<file path="src/rtl/palette_scanout.sv">
// Scanout read master: fetches 2-pixel RGB565 words from the palette slave
// through a credit-limited FIFO and emits them as a framed pixel stream.
module palette_scanout #(
    parameter int unsigned H_PIXELS   = 480,
    parameter int unsigned V_LINES    = 272,
    parameter int unsigned FIFO_DEPTH = 16
) (
    input  logic        clk,
    input  logic        reset_n,
    input  logic        start,
    input  logic [23:0] frame_base,
    output logic        busy,
    output logic        frame_done,
    output logic        avm_read,
    output logic [23:0] avm_address,
    input  logic        avm_waitrequest,
    input  logic [31:0] avm_readdata,
    input  logic        avm_readdatavalid,
    output logic [15:0] pix_data,
    output logic        pix_valid,
    input  logic        pix_ready,
    output logic        pix_sof,
    output logic        pix_eol
);

    localparam int unsigned WORDS  = H_PIXELS * V_LINES / 2;
    localparam int unsigned PIXELS = H_PIXELS * V_LINES;
    localparam int unsigned IW     = $clog2(WORDS + 1);
    localparam int unsigned PW     = $clog2(PIXELS + 1);
    localparam int unsigned CW     = $clog2(FIFO_DEPTH + 1);
    localparam int unsigned AW     = $clog2(FIFO_DEPTH);
    localparam int unsigned XW     = $clog2(H_PIXELS);

    typedef enum logic [1:0] {IDLE, FETCH, DRAIN} state_t;

    state_t        state_q, state_d;
    logic [IW-1:0] issue_q, issue_d;
    logic [CW-1:0] outst_q, outst_d;
    logic [CW-1:0] count_q, count_d;
    logic [AW-1:0] wr_ptr_q, wr_ptr_d;
    logic [AW-1:0] rd_ptr_q, rd_ptr_d;
    logic          half_q, half_d;
    logic [PW-1:0] pix_cnt_q, pix_cnt_d;
    logic [XW-1:0] col_q, col_d;
    logic [31:0]   mem [FIFO_DEPTH];

    logic          busy_d, frame_done_d, avm_read_d;
    logic [23:0]   avm_address_d;
    logic [15:0]   pix_data_d;
    logic          pix_valid_d, pix_sof_d, pix_eol_d;
    logic [31:0]   head_word;

    logic rd_acc, push, pix_acc, pop, last_pix;

    // Handshake events of the current cycle
    always_comb begin
        rd_acc   = avm_read && !avm_waitrequest;
        push     = avm_readdatavalid && (state_q != IDLE);
        pix_acc  = pix_valid && pix_ready;
        pop      = pix_acc && half_q;
        last_pix = pix_acc && (pix_cnt_q == PW'(PIXELS - 1));
    end

    // Next-state, counters, read request and next pixel presentation
    always_comb begin
        state_d       = state_q;
        issue_d       = issue_q + IW'(rd_acc);
        avm_address_d = avm_address + 24'(rd_acc);
        outst_d       = outst_q + CW'(rd_acc) - CW'(push);
        count_d       = count_q + CW'(push) - CW'(pop);
        wr_ptr_d      = wr_ptr_q + AW'(push);
        rd_ptr_d      = rd_ptr_q + AW'(pop);
        half_d        = half_q ^ pix_acc;
        pix_cnt_d     = pix_cnt_q + PW'(pix_acc);
        col_d         = col_q;
        frame_done_d  = 1'b0;
        avm_read_d    = 1'b0;
        head_word     = 32'h0;

        if (pix_acc) begin
            col_d = (col_q == XW'(H_PIXELS - 1)) ? '0 : col_q + XW'(1);
        end

        case (state_q)
            IDLE: begin
                if (start) begin
                    state_d       = FETCH;
                    issue_d       = '0;
                    pix_cnt_d     = '0;
                    col_d         = '0;
                    half_d        = 1'b0;
                    outst_d       = '0;
                    avm_address_d = frame_base;
                end
            end
            FETCH: begin
                if (issue_d == IW'(WORDS)) begin
                    state_d = DRAIN;
                end
            end
            DRAIN: begin
                if (last_pix) begin
                    state_d      = IDLE;
                    frame_done_d = 1'b1;
                end
            end
            default: state_d = IDLE;
        endcase

        // A stalled request is held; a new one needs a guaranteed FIFO slot
        if (avm_read && avm_waitrequest) begin
            avm_read_d = 1'b1;
        end else begin
            avm_read_d = (state_d == FETCH) &&
                         (32'(outst_d) + 32'(count_d) + 32'd1 <= FIFO_DEPTH);
        end

        busy_d = (state_d != IDLE);

        // Word arriving into an otherwise empty FIFO is forwarded directly
        if ((count_q - CW'(pop)) == '0) begin
            head_word = avm_readdata;
        end else begin
            head_word = mem[rd_ptr_d];
        end
        pix_valid_d = (count_d != '0);
        pix_data_d  = pix_valid_d ? (half_d ? head_word[15:0] : head_word[31:16]) : 16'h0;
        pix_sof_d   = pix_valid_d && (pix_cnt_d == '0);
        pix_eol_d   = pix_valid_d && (col_d == XW'(H_PIXELS - 1));
    end

    // State and output registers
    always_ff @(posedge clk or negedge reset_n) begin
        if (!reset_n) begin
            state_q     <= IDLE;
            issue_q     <= '0;
            outst_q     <= '0;
            count_q     <= '0;
            wr_ptr_q    <= '0;
            rd_ptr_q    <= '0;
            half_q      <= 1'b0;
            pix_cnt_q   <= '0;
            col_q       <= '0;
            busy        <= 1'b0;
            frame_done  <= 1'b0;
            avm_read    <= 1'b0;
            avm_address <= 24'h0;
            pix_data    <= 16'h0;
            pix_valid   <= 1'b0;
            pix_sof     <= 1'b0;
            pix_eol     <= 1'b0;
        end else begin
            state_q     <= state_d;
            issue_q     <= issue_d;
            outst_q     <= outst_d;
            count_q     <= count_d;
            wr_ptr_q    <= wr_ptr_d;
            rd_ptr_q    <= rd_ptr_d;
            half_q      <= half_d;
            pix_cnt_q   <= pix_cnt_d;
            col_q       <= col_d;
            busy        <= busy_d;
            frame_done  <= frame_done_d;
            avm_read    <= avm_read_d;
            avm_address <= avm_address_d;
            pix_data    <= pix_data_d;
            pix_valid   <= pix_valid_d;
            pix_sof     <= pix_sof_d;
            pix_eol     <= pix_eol_d;
        end
    end

    // FIFO storage
    always_ff @(posedge clk) begin
        if (push) begin
            mem[wr_ptr_q] <= avm_readdata;
        end
    end

    a_no_overflow: assert property (@(posedge clk) disable iff (!reset_n)
        !(push && !pop && (count_q == CW'(FIFO_DEPTH))));

    a_no_underflow: assert property (@(posedge clk) disable iff (!reset_n)
        !(push && (outst_q == '0)));

endmodule
</file>
<file path="config.mk">
export PLATFORM = sky130hd
export DESIGN_NAME = palette_scanout
export DESIGN_NICKNAME = d
export VERILOG_FILES = /design/src/rtl/palette_scanout.sv
export SDC_FILE = /design/constraint.sdc
export NUM_CORES = 1
export LEC_CHECK = 0
export ABC_AREA = 1
export ABC_CLOCK_PERIOD_IN_PS = 2900
export CORE_UTILIZATION = 50
export CTS_CLUSTER_SIZE = 8
export DETAILED_ROUTE_END_ITERATION = 10
export PLACE_DENSITY_LB_ADDON = 0.15
export SLEW_MARGIN = 15
export SYNTH_ARGS = -nofsm -noshare
export SYNTH_HDL_FRONTEND = slang
export SYNTH_SLANG_ARGS = --single-unit
</file>
<file path="constraint.sdc">
create_clock -name clk -period 2.9 [get_ports clk]
set_input_delay 0.58 -clock clk [delete_from_list [all_inputs] [get_ports clk]]
set_output_delay 0.58 -clock clk [all_outputs]
set_load 0.01 [all_outputs]
</file>
==> results of run 1 <==
==> sequential cells by signal, summed over array words and instances, names as in the netlist, 2 cells and up <==
signal       count
count_q          5
state_q          2
issue_q         16
outst_q          5
col_q            9
rd_ptr_q         4
avm_address     24
wr_ptr_q         4
pix_cnt_q       17
mem            512
pix_data        16
==> cells in the mapped netlist, drive strengths merged <==
library cell and n:
edfxtp 512, clkinv 1, dfrtp 109, a21oi 72, clkbuf 28, ha 27
nor3 35, nand3 287, o21ai 131, o21a 1, o31ai 2, or2 6
fa 2, buf 95, o21bai 4, nand2 601, and2 1, nor3b 2
xor2 20, inv 125, o211ai 20, and3 1, a31oi 2, xnor2 15
o22ai 56, nand3b 4, nor2 240, nand4 15, nor4 3
==> layout by cell type (no fill, tap or decap), drive strengths merged <==
cell type | synthesis | layout
nand2 | 601 | 601
edfxtp | 512 | 512
nand3 | 287 | 287
nor2 | 240 | 240
buf | 95 | 162
clkbuf | 28 | 136
o21ai | 131 | 131
inv | 125 | 127
dfrtp | 109 | 109
clkdlybuf4s50 | 0 | 106
a21oi | 72 | 72
o22ai | 56 | 56
nor3 | 35 | 35
ha | 27 | 27
o211ai | 20 | 20
xor2 | 20 | 20
nand4 | 15 | 15
xnor2 | 15 | 15
or2 | 6 | 6
nand3b | 4 | 4
o21bai | 4 | 4
nor4 | 3 | 3
clkinv | 1 | 3
nor3b | 2 | 2
o31ai | 2 | 2
a31oi | 2 | 2
fa | 2 | 2
diode | 0 | 1
and2 | 1 | 1
o21a | 1 | 1
and3 | 1 | 1
dlygate4sd3 | 0 | 1
==> stage by stage <==
stage                     worst slack (ns)  instances  setup TNS [ns]  utilization, %
after floorplan                     0.0290       2417               0               -
after global placement              -0.571       3250           -6.53            57.0
after detailed placement            -0.633       3250           -8.25            57.0
after CTS                           0.0189       3391               0            61.8
after global routing                -0.139       3391          -0.139            61.8
final                               0.0792       3392               0            61.8
==> worst min-delay path by stage <==
stage | startpoint | endpoint
floorplan | reset_n | avm_address[0]$_DFF_PN0_
global placement | wr_ptr_q[0]$_DFF_PN0_ | wr_ptr_q[0]$_DFF_PN0_
detailed placement | wr_ptr_q[0]$_DFF_PN0_ | wr_ptr_q[0]$_DFF_PN0_
CTS | frame_base[18] | avm_address[18]$_DFF_PN0_
global route | wr_ptr_q[0]$_DFF_PN0_ | wr_ptr_q[0]$_DFF_PN0_
finish | reset_n | issue_q[10]$_DFF_PN0_
==> logic make-up after synthesis <==
kind of cell	share of synthesized area (%)
simple gates	19.2
flops	68.2
compound gates	5.97
buf+inv	4.06
xor+xnor	1.18
fa+ha+maj	1.42
==> layer usage <==
metal | GRT usage (%) | routed length (µm) | up-vias
met3 | 4.15 | 5070 | 137
met2 | 43.9 | 34200 | 754
met4 | 9.54 | 1830 | 0
met5 | 0 | 0 | -
li1 | - | - | 8876
met1 | 35.8 | 29000 | 9349
==> report_power, final <==
part / total (W) / internal [W] / switching (W)
Sequential: 0.0114 / 0.0108 / 0.000582
Combinational: 0.0180 / 0.00705 / 0.0110
Clock: 0.00928 / 0.00570 / 0.00358
==> cell type report <==
cell class                 count  area [µm²]
multi-input combinational   1547        7620
tap                          688         861
antenna                        1        2.50
sequential                   621       18100
clock inverter                 4        31.3
clock buffer                 136        2450
inverter                     126         479
fill                        4160       20100
timing repair buffer         269        2950
==> what timing repair did <==
item                                    4_1_cts  5_1_grt
hold buffers                                  1        0
pin swaps                                     3        6
resized for setup                             5        6
hold endpoints to repair                     39        0
endpoints found under the setup margin        1        1
==> metrics.log, run 1 <==
[metrics] routability cong.: 0.843
[metrics] highest clock rate: 355 MHz
[metrics] remaining max-slew budget at the tightest pin: 58.0%
[metrics] syn nets: 2508
[metrics] final slew viol count: 0
[metrics] WP data required: 3.46 ns
[metrics] family of cells with the greatest summed delay on the critical path: adder cells
[metrics] worst min-delay path category: input port to async pin
[metrics] maximum number of pins on one net before global-route repair: 44
[metrics] post-synthesis sequential element count: 621
[metrics] Die Y-Extent: 232 µm
[metrics] capture point of the critical path: avm_read$_DFF_PN0_
[metrics] clock period minus final worst setup slack: 2.82 ns
[metrics] RSZ-0062 raised after global routing: yes
[metrics] die width: 232 µm
[metrics] detailed-placement wirelength estimate: 40700 µm
[metrics] result of the run: complete, no violations
[metrics] number of setup buffers added after CTS: 0
[metrics] Critical path origin: state_q[1]$_DFF_PN0_
[metrics] CP Cell Sequence: nor2_2 -> inv_1 -> nand2_2 -> inv_2 -> o21ai_2 -> nand2_1 -> ha_2 -> fa_1 -> inv_1 -> nor2_4 -> ha_4 -> a21oi_4 -> xor2_1 -> and3_1 -> nand2_1 -> a21oi_2 -> nand2_1 -> nand2_1
[metrics] area growth from synthesis to layout: 22.3%
[metrics] Synth Warn #: 0
[metrics] top-level I/O count: 108
[metrics] RR Startpoint: state_q[1]$_DFF_PN0_
[metrics] path depth of the worst reg2reg path: 18
[metrics] actual transition at the worst max-transition pin: 0.628 ns
[metrics] layout cells sized above 1: 12.6%
[metrics] main area contributors after synthesis: edfxtp_1 58%, dfrtp_1 10%, nand2_1 8.3%, nand3_1 5.3%, nor2_1 3.2%
[metrics] wire length of the first global-routing pass: 108000 µm
[metrics] clock root buffer master: clkbuf_16
[metrics] Synth cell types: 42
[metrics] count of buffers inserted at the top-level ports: 107
[metrics] syn avg cell area: 11.0 µm²
[metrics] Bufs and invs on worst path: 3
[metrics] maximum capacitance violations: 0
[metrics] drt first pass iters: 5
[metrics] antenna violations before repair: 1
[metrics] Clock Latency Late Sink: 0.62 ns
[metrics] stages on the worst setup path: 18
[metrics] Design Area, Final: 32500 µm²
[metrics] Cells after Synth: 2417
[metrics] total power: 0.0387 W
[metrics] pwr/cell area: 1190 nW/µm²
[metrics] fraction of post-synthesis cell area in the top cell type by area: 57.9%
[metrics] clock input transition at the sequential cells of the worst setup and hold paths: 0.05 ns
[metrics] period utilization: 97.3%
[metrics] cell type with the highest occurrence count on the critical path: nand2_1
[metrics] core box area: 52600 µm²
[metrics] share of the yosys chip area belonging to registers: 68.2%
[metrics] via count: 19100
[metrics] tightest hold margin: 0.499 ns
[metrics] DRC: 0
[metrics] data arrival time of the critical path: 3.38 ns
[metrics] leakage component of the power: 12.5 nW
[metrics] clock tree from TritonCTS: built
[metrics] worst clock skew: 0.0161 ns
[metrics] startpoint types: flop
[metrics] number of buffers inserted during clock tree synthesis: 87
[metrics] GRT Residual Overflow: 0
[metrics] Routed WL per cell: 20.7 µm
[metrics] largest vdd supply drop: 0.743 mV
[metrics] number of endpoints with negative hold slack in the final report: 0
[metrics] synthesized cell area: 26600 µm²
[metrics] maximum level of the CTS H-tree: 3
[metrics] endpoint class of the critical path: flop
[metrics] 1st-iter DRT viols: 1861
[metrics] sum of routed wire length over all layers: 70100 µm
[metrics] leading area contributor after synthesis: edfxtp_1
[metrics] count of nets after finishing: 2743
[metrics] highest-delay cell along the critical path: fa_1
[metrics] antenna-violating nets left: 0
[metrics] number of global-route vias before repair: 18900
[metrics] aggregate global-route resource usage: 26.6%
[metrics] endpoints failing setup: 0
[metrics] cell area after placement: 30000 µm²
[metrics] total number of placement rows: 84
[metrics] buffer levels on the longest clock path: 3
[metrics] start-to-end type of the worst setup path: flop to flop
[metrics] Via density: 5.64
[metrics] worst-path fanout max: 3
[metrics] setup slack of the worst register-to-register path: 0.08 ns
[metrics] end of the worst register-to-register path: avm_read$_DFF_PN0_
[metrics] maximum cell stage delay along the critical path: 0.50 ns
[metrics] total number of clock tree sinks: 621
[metrics] Die Footprint: 54000 µm²
[metrics] initial core utilization: 50.5%
No activity file was read; power rests on OpenSTA's default activity.
==> inputs of run 2 (changes only) <==
--- a/config.mk
+++ b/config.mk
@@ -7,7 +7,9 @@
 export LEC_CHECK = 0
 export ABC_AREA = 1
 export ABC_CLOCK_PERIOD_IN_PS = 2900
-export CORE_UTILIZATION = 50
+export CELL_PAD_IN_SITES_DETAIL_PLACEMENT = 1
+export CELL_PAD_IN_SITES_GLOBAL_PLACEMENT = 2
+export CORE_UTILIZATION = 37
 export CTS_CLUSTER_SIZE = 8
 export DETAILED_ROUTE_END_ITERATION = 10
 export PLACE_DENSITY_LB_ADDON = 0.15
==> metrics.log, run 2 (synthesized netlist as in run 1, its figures left out) <==
[metrics] area growth from synthesis to layout: 25.2%
[metrics] total number of placement rows: 97
[metrics] routed metal-1 wire length: 36000 µm
[metrics] initial core utilization: 37.7%
[metrics] detailed-placement wirelength estimate: 49600 µm
[metrics] via count: 19200
[metrics] total number of clock tree sinks: 621
[metrics] DRC: 0
[metrics] Inst Count DP: 3534
[metrics] relative contribution of combinational cells to total power: 47.7%
[metrics] startpoint types: input port
[metrics] total power: 0.0398 W
[metrics] GRT Residual Overflow: 0
[metrics] actual transition at the worst max-transition pin: 0.725 ns
[metrics] number of global-route vias before repair: 20500
[metrics] hold buffers post-CTS: 0
[metrics] layout cells sized above 1: 13.7%
[metrics] Setup WS pre-CTS: -0.632 ns
[metrics] family of cells with the greatest summed delay on the critical path: adder cells
[metrics] length of routed met2 wiring: 40200 µm
[metrics] period utilization: 97.3%
[metrics] count of nets after finishing: 2778
[metrics] die width: 270 µm
[metrics] WP data required: 3.44 ns
[metrics] clock tree from TritonCTS: built
[metrics] registers with the highest flip-flop counts: mem: 512 flops, avm_address: 24 flops, pix_cnt_q: 17 flops
[metrics] worst clock skew: 0.0195 ns
[metrics] highest-delay cell along the critical path: clkdlybuf4s50_1
[metrics] Detail Route met3 WL: 3500 µm
[metrics] maximum number of pins on one net before global-route repair: 64
[metrics] drt first pass iters: 5
[metrics] largest vdd supply drop: 0.747 mV
[metrics] maximum cell stage delay along the critical path: 0.50 ns
[metrics] highest clock rate: 354 MHz
[metrics] result of the run: finished with violations
[metrics] count of buffers inserted at the top-level ports: 107
[metrics] worst-path fanout max: 2
[metrics] Seq pwr share: 28.7%
[metrics] final slew viol count: 0
[metrics] antenna violations before repair: 1
[metrics] most used cells in the layout excluding fill and tap cells: 587 x nand2_1, 512 x edfxtp_1, 283 x nand3_1
[metrics] wire length of the first global-routing pass: 125000 µm
[metrics] count of filler cells inserted in the layout: 7467
[metrics] clock input transition at the sequential cells of the worst setup and hold paths: 0.05 ns
[metrics] endpoint class of the critical path: flop
[metrics] final std cells w/o fill: 3697
[metrics] remaining max-slew budget at the tightest pin: 51.7%
[metrics] clock root buffer master: clkbuf_16
[metrics] number of buffers inserted during clock tree synthesis: 87
[metrics] post-route worst setup slack: 0.0773 ns
[metrics] Die Footprint: 72900 µm²
[metrics] clock period minus final worst setup slack: 2.82 ns
[metrics] violations in the final reports: negative hold slack
[metrics] endpoints failing setup: 0
[metrics] Die Y-Extent: 270 µm
[metrics] Via density: 5.20
[metrics] highest routing layer actually used: met4
[metrics] Bufs and invs on worst path: 2
[metrics] tightest hold margin: -0.000484 ns
[metrics] leakage component of the power: 12.7 nW
[metrics] pwr/cell area: 1200 nW/µm²
[metrics] worst min-delay path category: input port to async pin
[metrics] RSZ-0062 raised after global routing: yes
[metrics] flip-flop count of the largest register, all copies and words added: 512
[metrics] Net Sw Frac: 40.0%
[metrics] internal power summed over all cells: 0.0239 W
[metrics] start-to-end type of the worst setup path: input port to flop
[metrics] leading cell type in the layout, fill and taps excluded: nand2_1
[metrics] top-level I/O count: 108
[metrics] core box area: 70500 µm²
[metrics] number of endpoints with negative hold slack in the final report: 1
[metrics] maximum level of the CTS H-tree: 3
[metrics] register containing the most flip-flops in the final layout: mem
[metrics] Routed WL per cell: 22.0 µm
[metrics] Clock Latency Late Sink: 0.61 ns
[metrics] routability cong.: 0.794
[metrics] cell type with the highest occurrence count on the critical path: nand2_1
[metrics] data arrival time of the critical path: 3.36 ns
[metrics] aggregate global-route resource usage: 22.5%
[metrics] sum of routed wire length over all layers: 81500 µm
[metrics] 1st-iter DRT viols: 1318
[metrics] antenna-violating nets left: 0
[metrics] buffer levels on the longest clock path: 3
[metrics] CP Cell Sequence: clkdlybuf4s50_1 -> nand2_4 -> inv_1 -> ha_2 -> xnor2_1 -> ha_2 -> fa_2 -> ha_4 -> a21oi_4 -> xor2_1 -> and3_1 -> nand2_1 -> a21oi_2 -> nand2_1 -> nand2_1
[metrics] power spent charging and discharging nets: 0.0159 W
[metrics] maximum capacitance violations: 0
[metrics] clock share of power: 23.6%
==> run 2: changes by cell type in the layout (fill, tap and decap cells not counted), moves of 2 or more <==
cell	delta
buf_12	+6
buf_16	+2
buf_6	+3
clkbuf_16	-2
buf_4	+24
clkbuf_1	+21
==> run 2: stage by stage <==
stage                     utilization, %  instance area, µm²  setup TNS, ns  hold WS (ns)
after floorplan                        -               26600              0         0.284
after global placement              43.4               30600          -7.52         0.479
after detailed placement            43.4               30600          -9.00         0.498
after CTS                           47.0               33100              0       0.00128
after global routing                47.1               33200         -0.119        0.0346
final                               47.1               33200              0     -0.000484
==> run 2: worst paths after layout <==
kind / startpoint / to / slack, ns / cells past startpoint
max in group asynchronous: reset_n / avm_address[21]$_DFF_PN0_ / 2.18 / 2
min: reset_n / pix_cnt_q[8]$_DFF_PN0_ / -0.0005 / 1
max reg2reg: state_q[0]$_DFF_PN0_ / avm_read$_DFF_PN0_ / 0.09 / 18
max: pix_ready / avm_read$_DFF_PN0_ / 0.08 / 15
min in group clk: wr_ptr_q[0]$_DFF_PN0_ / wr_ptr_q[0]$_DFF_PN0_ / 0.51 / 2
min reg2reg: wr_ptr_q[0]$_DFF_PN0_ / wr_ptr_q[0]$_DFF_PN0_ / 0.51 / 2
==> run 2: power groups by stage <==
stage               Combinational [W]  Clock (W)  Sequential (W)
floorplan                      0.0105          0          0.0115
global placement               0.0182          0          0.0116
detailed placement             0.0186          0          0.0116
CTS                            0.0188    0.00964          0.0115
global route                   0.0209    0.00996          0.0115
finish                         0.0190    0.00941          0.0114
==> run 2: what timing repair did <==
| action | CTS | global route |
|---|---|---|
| gates resized for setup | 6 | 14 |
| pin swaps | 9 | 12 |
| buffers inserted | 1 | 2 |
| setup endpoints to repair | 1 | 6 |
| cloned | 0 | 1 |
==> run 2: worst register-to-register path, cell delays in order, from the launching register on <==
cell and delay, ns:
dfrtp_1 0.38, nor2_2 0.14, inv_1 0.06, nand2_2 0.09
inv_2 0.05, o21ai_2 0.05, nand2_1 0.08, ha_2 0.19
fa_1 0.51, inv_2 0.05, nor2_4 0.12, ha_4 0.22
a21oi_4 0.17, xor2_1 0.18, and3_1 0.18, nand2_1 0.06
a21oi_2 0.12, nand2_1 0.06, nand2_1 0.05
==> run 2: routing by layer <==
metal	vias up	GRT usage, %
met1	9748	29.6
met2	395	38.7
li1	8948	-
met3	129	3.16
met4	0	6.38
met5	-	0
==> run 2: cell type report <==
type                       count  area (µm²)  area share [%]
tap                          940        1180            3.54
timing repair buffer         304        3350            10.1
clock inverter                 4        42.5           0.128
antenna                        1        2.50         0.00753
inverter                     126         480            1.45
sequential                   621       18100            54.5
multi-input combinational   1547        7630            23.0
clock buffer                 154        2450            7.37
